$ cat config.mk
export PLATFORM = sky130hd
export DESIGN_NAME = rf_wb_arbiter
export DESIGN_NICKNAME = d
export VERILOG_FILES = /design/src/rtl/rf_wb_arbiter.sv
export SDC_FILE = /design/constraint.sdc
export NUM_CORES = 1
export LEC_CHECK = 0
export CORE_ASPECT_RATIO = 0.5
export CORE_MARGIN = 2
export CORE_UTILIZATION = 48
export DETAILED_ROUTE_END_ITERATION = 8
export PLACE_DENSITY_LB_ADDON = 0.05
export SYNTH_ARGS = -nofsm -noshare
export SYNTH_HDL_FRONTEND = slang
export SYNTH_SLANG_ARGS = --single-unit
$ cat constraint.sdc
create_clock -name clk -period 3.6 [get_ports clk]
set_input_delay 0.72 -clock clk [delete_from_list [all_inputs] [get_ports clk]]
set_output_delay 0.72 -clock clk [all_outputs]
set_load 0.02 [all_outputs]
$ cat src/rtl/rf_wb_arbiter.sv
// GPR write-port arbiter: pipeline writeback versus a buffered long-latency-unit FIFO.
// Optional forwarding of pending results is enabled by defining WB_BYPASS_EN.
module rf_wb_arbiter #(
    parameter int DEPTH      = 4,
    parameter int STARVE_MAX = 8
) (
    input  logic        clk,
    input  logic        rst_n,
    input  logic        pipe_we,
    input  logic [4:0]  pipe_waddr,
    input  logic [31:0] pipe_wdata,
    output logic        pipe_stall,
    input  logic        lu_valid,
    input  logic [4:0]  lu_waddr,
    input  logic [31:0] lu_wdata,
    output logic        lu_ready,
    input  logic [4:0]  chk_addr,
    output logic        chk_hit,
    output logic        fwd_valid,
    output logic [31:0] fwd_data,
    output logic        rf_we,
    output logic [4:0]  rf_waddr,
    output logic [31:0] rf_wdata
);

    localparam int AW = $clog2(DEPTH);
    localparam int CW = AW + 1;
    localparam int SW = $clog2(STARVE_MAX + 1);

    logic [CW-1:0] r_wptr;
    logic [CW-1:0] r_rptr;
    logic [4:0]    r_fifo_addr [DEPTH];
    logic [31:0]   r_fifo_data [DEPTH];
    logic [SW-1:0] r_starve;
    logic          r_rf_we;
    logic [4:0]    r_rf_waddr;
    logic [31:0]   r_rf_wdata;

    logic [CW-1:0] w_count;
    logic          w_empty;
    logic          w_full;
    logic          w_push;
    logic          w_pipe_req;
    logic          w_force;
    logic          w_gnt_fifo;
    logic          w_gnt_pipe;
    logic [AW-1:0] w_head;
    logic          w_fifo_hit;
    logic          w_rf_hit;

    assign w_count    = r_wptr - r_rptr;
    assign w_empty    = (w_count == '0);
    assign w_full     = (r_wptr[AW] != r_rptr[AW]) && (r_wptr[AW-1:0] == r_rptr[AW-1:0]);
    assign w_head     = r_rptr[AW-1:0];

    // Writes to r0 complete their handshake but never reach the FIFO or the port.
    assign w_push     = lu_valid && !w_full && (lu_waddr != 5'd0);
    assign w_pipe_req = pipe_we && (pipe_waddr != 5'd0);

    assign w_force    = !w_empty && (r_starve == SW'(STARVE_MAX));
    assign w_gnt_fifo = !w_empty && (w_force || !w_pipe_req);
    assign w_gnt_pipe = !w_force && w_pipe_req;

    assign pipe_stall = w_force;
    assign lu_ready   = !w_full;
    assign rf_we      = r_rf_we;
    assign rf_waddr   = r_rf_waddr;
    assign rf_wdata   = r_rf_wdata;

    always_ff @(posedge clk) begin
        if (w_push) begin
            r_fifo_addr[r_wptr[AW-1:0]] <= lu_waddr;
            r_fifo_data[r_wptr[AW-1:0]] <= lu_wdata;
        end
    end

    always_ff @(posedge clk or negedge rst_n) begin
        if (!rst_n) begin
            r_wptr <= '0;
            r_rptr <= '0;
        end else begin
            if (w_push) begin
                r_wptr <= r_wptr + CW'(1);
            end
            if (w_gnt_fifo) begin
                r_rptr <= r_rptr + CW'(1);
            end
        end
    end

    // Counts pipeline grants taken while a FIFO entry waits; saturates to force a drain.
    always_ff @(posedge clk or negedge rst_n) begin
        if (!rst_n) begin
            r_starve <= '0;
        end else if (w_empty || w_gnt_fifo) begin
            r_starve <= '0;
        end else if (w_gnt_pipe && (r_starve != SW'(STARVE_MAX))) begin
            r_starve <= r_starve + SW'(1);
        end
    end

    always_ff @(posedge clk or negedge rst_n) begin
        if (!rst_n) begin
            r_rf_we    <= 1'b0;
            r_rf_waddr <= 5'd0;
            r_rf_wdata <= 32'd0;
        end else begin
            r_rf_we <= w_gnt_fifo || w_gnt_pipe;
            if (w_gnt_fifo) begin
                r_rf_waddr <= r_fifo_addr[w_head];
                r_rf_wdata <= r_fifo_data[w_head];
            end else if (w_gnt_pipe) begin
                r_rf_waddr <= pipe_waddr;
                r_rf_wdata <= pipe_wdata;
            end
        end
    end

    // The head entry counts as pending even on its pop cycle: the RF sees it two edges later.
    always_comb begin
        logic [AW-1:0] idx;
        idx        = '0;
        w_fifo_hit = 1'b0;
        for (int k = 0; k < DEPTH; k++) begin
            idx = w_head + AW'(k);
            if ((CW'(k) < w_count) && (r_fifo_addr[idx] == chk_addr)) begin
                w_fifo_hit = 1'b1;
            end
        end
    end

    assign w_rf_hit = r_rf_we && (r_rf_waddr == chk_addr);
    assign chk_hit  = (chk_addr != 5'd0) && (w_fifo_hit || w_rf_hit);

`ifdef WB_BYPASS_EN
    logic [31:0] w_fifo_fwd;

    // Walk head to tail so the last match (youngest) wins.
    always_comb begin
        logic [AW-1:0] idx;
        idx        = '0;
        w_fifo_fwd = 32'd0;
        for (int k = 0; k < DEPTH; k++) begin
            idx = w_head + AW'(k);
            if ((CW'(k) < w_count) && (r_fifo_addr[idx] == chk_addr)) begin
                w_fifo_fwd = r_fifo_data[idx];
            end
        end
    end

    assign fwd_valid = chk_hit;
    assign fwd_data  = !chk_hit ? 32'd0 : (w_rf_hit ? r_rf_wdata : w_fifo_fwd);
`else
    assign fwd_valid = 1'b0;
    assign fwd_data  = 32'd0;
`endif

endmodule

==> results.sh <==
export IMPL_tritoncts_num_sinks=196
export IMPL_fin_crit_sh_pct=96.2
export IMPL_synth_largest_type_area_fraction_pct=50.8
export IMPL_max_rail_drop_vdd_uv=371
export IMPL_post_synthesis_mean_instance_area_um2=15.7
export IMPL_cp_cell_sequence="ha_4, mux4_4, xnor2_2, nand4_1, a211oi_2, a211oi_1, a21oi_1, buf_4"
export IMPL_timing_critical_path_slowest_cell_delay_ns=0.66
export IMPL_synth_commonest_cells="edfxtp_1, nand2_1, dfrtp_1, mux4_2, nor2_1"
export IMPL_post_synth_inst_count=558
export IMPL_netlist_top_cells_area="edfxtp_1, dfrtp_1, mux4_2"
export IMPL_worst_ep_required_time_ns=2.88
export IMPL_die_width_um=195
export IMPL_p_leak_nw=3.89
export IMPL_met3RoutedLength_um=787
export IMPL_routed_wl_um=17700
export IMPL_setup_viol_count_final=0
export IMPL_floorplan_io_pins=157
export IMPL_place_gp_congestion=0.773
export IMPL_final_hold_viol_count=0
export IMPL_synth_seq_area_share_pct=64.5
export IMPL_drive_above_1_share_pct=17.3
export IMPL_final_max_slew_violation_count=0
export IMPL_grt_antenna_before_repair=2
export IMPL_net_switching_power_mw=3.37
export IMPL_drv_max_cap_violation_count=0
export IMPL_drt_first_pass_iters=4
export IMPL_grt_ovfl_total=0
export IMPL_detailroute_via_count=4915
export IMPL_wirelength_met1_um=8300
export IMPL_postLayoutCellArea_um2=10700
export IMPL_viasPerCell=5.26
export IMPL_critical_path_slowest_cell="mux4_4"
export IMPL_power_switching_fraction_pct=35.9
export IMPL_yosysWarningCount=0
export IMPL_synthToLayoutAreaGrowth_pct=22.4
export IMPL_synth_fa_ha_area_share_pct=1.52
export IMPL_dieHeight_um=99.5
export IMPL_crit_type="register to output pin"
export IMPL_cts_made_buffers=17
export IMPL_fp_dieArea_um2=19400
export IMPL_timing_reg2reg_worst_path_depth=7
export IMPL_route_detailed_drc=0
export IMPL_combinational_family_with_the_most_area_after_synthesis="multiplexers"
export IMPL_detailed_place_area_um2=10100
export IMPL_ys_ff_latch=196
export IMPL_total_global_routing_track_utilization_pct=19.3
export IMPL_grt_start_max_net_pins=68
export IMPL_synthFlopType="edfxtp_1"
export IMPL_total_half_perimeter_wirelength_after_legalization_and_detailed_placement_um=11300
export IMPL_synthSimpleGateAreaFrac_pct=6.71
export IMPL_clock_skew_ns=0.0152
export IMPL_synth_compound_area_share_pct=3.82
export IMPL_mappedNetlistArea_um2=8750
export IMPL_initial_core_util_pct=49.7
export IMPL_highest_metal_layer_used_by_the_detailed_router="met5"
export IMPL_sequentialPowerShare_pct=36.6
export IMPL_initialDrtViolationCount=301
export IMPL_wire_per_inst_um=18.9
export IMPL_combinationalPowerShare_pct=44.0
export IMPL_min_period_ns=3.46
export IMPL_placeableCoreArea_um2=17600
export IMPL_max_slew_margin_pct=28.7
export IMPL_post_synth_top_count_cell="edfxtp_1"
export IMPL_dr_wl_met2_um=8550
export IMPL_rows=34
export IMPL_total_power_mw=9.38
export IMPL_ctsLongestPathBuffers=2
export IMPL_critical_path_startpoint_category="register"
export IMPL_hold_class="primary input to asynchronous set/reset pin"
export IMPL_synth_edf_count=148
export IMPL_synth_xor_area_share_pct=3.68
export IMPL_synth_largest_area_cell="edfxtp_1"
export IMPL_fmax_ghz=0.289
export IMPL_crit_fanout=7
export IMPL_final_antenna_net_count=0
export IMPL_p_int_mw=6.01
export IMPL_worst_endpoint_arrival_ns=2.74
export IMPL_clock_h_tree_levels=4
export IMPL_tritoncts="done"
export IMPL_postCtsHoldBufs=0
export IMPL_muxShareOfSynthArea_pct=13.6
export IMPL_tightest_slew_ns=1.06
export IMPL_design_final_nets=779
export IMPL_power_density_nw_per_um2=876
export IMPL_pwr_share_clk_pct=19.4
export IMPL_grt_pass1_wl_um=28100
export IMPL_clk_insertion_delay_late_ns=0.42
export IMPL_clk_pin_slew_ns=0.08
export IMPL_dp_slack_ns=-0.0951
export IMPL_grt_pass1_vias=5035
export IMPL_clockRootBuffer="clkbuf_16"
export IMPL_finalCoreUtilization_pct=60.8
export IMPL_synth_async_sr_flop_share_pct=24.5
export IMPL_number_of_distinct_library_cell_variants_in_the_gate_level_netlist_after_synthesis=46
export IMPL_port_buffer_count=123
export IMPL_final_setup_slack_of_the_worst_path_ns=0.137
export IMPL_critPathCaptureType="output pin"
export IMPL_run_status="complete, no violations"
power by group through the flow:
stage / clock [mW] / combinational, mW / sequential (mW)
floorplan: 0 / 2.65 / 3.69
global placement: 0 / 4.11 / 3.46
detailed placement: 0 / 4.13 / 3.48
CTS: 1.86 / 4.16 / 3.44
global route: 1.96 / 4.51 / 3.50
finish: 1.82 / 4.13 / 3.43
path summary, 6_finish.rpt:
| path | end | from | slack (ns) |
|---|---|---|---|
| max | chk_hit | r_rptr[0]$_DFFE_PN0P_ | 0.14 |
| min in group clk | r_starve[0]$_DFFE_PN0P_ | r_starve[0]$_DFFE_PN0P_ | 0.50 |
| max in group asynchronous | rf_waddr[1]$_DFFE_PN0P_ | rst_n | 2.42 |
| min | rf_wdata[29]$_DFFE_PN0P_ | rst_n | 0.38 |
| max reg2reg | r_fifo_data[3][7]$_DFFE_PP_ | r_rptr[1]$_DFFE_PN0P_ | 0.66 |
| min reg2reg | r_starve[0]$_DFFE_PN0P_ | r_starve[0]$_DFFE_PN0P_ | 0.50 |
what timing repair did:
item | CTS | global route
endpoints found under the setup margin | 2 | 2
resized for setup | 12 | 7
pin swaps | 0 | 3
setup buffers | 0 | 1
stage by stage:
step	hold WS (ns)	cells	TNS (ns)
6_report	0.380	934	0
5_1_grt	0.418	933	-0.00661
4_1_cts	0.397	932	0
3_5_place_dp	0.481	900	-0.0951
3_3_place_gp	0.475	900	-0.0598
2_1_floorplan	0.424	590	-36.79
metal layers:
| metal | track usage (%) | vias to the layer above |
|---|---|---|
| met5 | 0 | - |
| met4 | 4.29 | 2 |
| met3 | 4.41 | 6 |
| met2 | 31.4 | 125 |
| met1 | 26.9 | 2497 |
| li1 | - | 2285 |
sequential cells by signal (all words and copies together) (netlist names):
signal,cells
r_fifo_data,128
rf_wdata,32
r_fifo_addr,20
rf_waddr,5
r_starve,4
r_rptr,3
r_wptr,3
rf_we,1
layout make-up:
cell class                 instances  area, um2
fill                            1376       6900
sequential                       196       5650
multi-input combinational        320       2750
timing repair buffer             141       1400
clock buffer                      17        425
tap                              234        293
clock inverter                    15        150
inverter                          10       37.5
antenna                            1       2.50
cells in the final DEF, fill, tap and decap left out, drive strengths merged, types with 4 or more instances in the layout:
master         count
edfxtp           148
clkdlybuf4s50    120
nand2             76
mux4              50
dfrtp             48
nor2              45
a31oi             34
conb              33
buf               21
xor2              18
clkbuf            17
xnor2             16
inv               16
ha                 9
clkinv             6
mux2i              4
nand3              4
o21ai              4
cell families after synthesis:
kind of cell	count (synthesis)
other cells	1
fa+ha+maj	10
simple gates	139
compound gates	48
flops	196
buf+inv	74
xor+xnor	35
mux	55
critical path: cells and delay by family (launching register included):
kind	cells	cell delay, ns
xor+xnor	1	0.15
flops	1	0.49
fa+ha+maj	1	0.33
compound gates	3	0.40
mux	1	0.66
simple gates	1	0.14
buf+inv	1	0.16
Power figures use the tool's default switching activity.
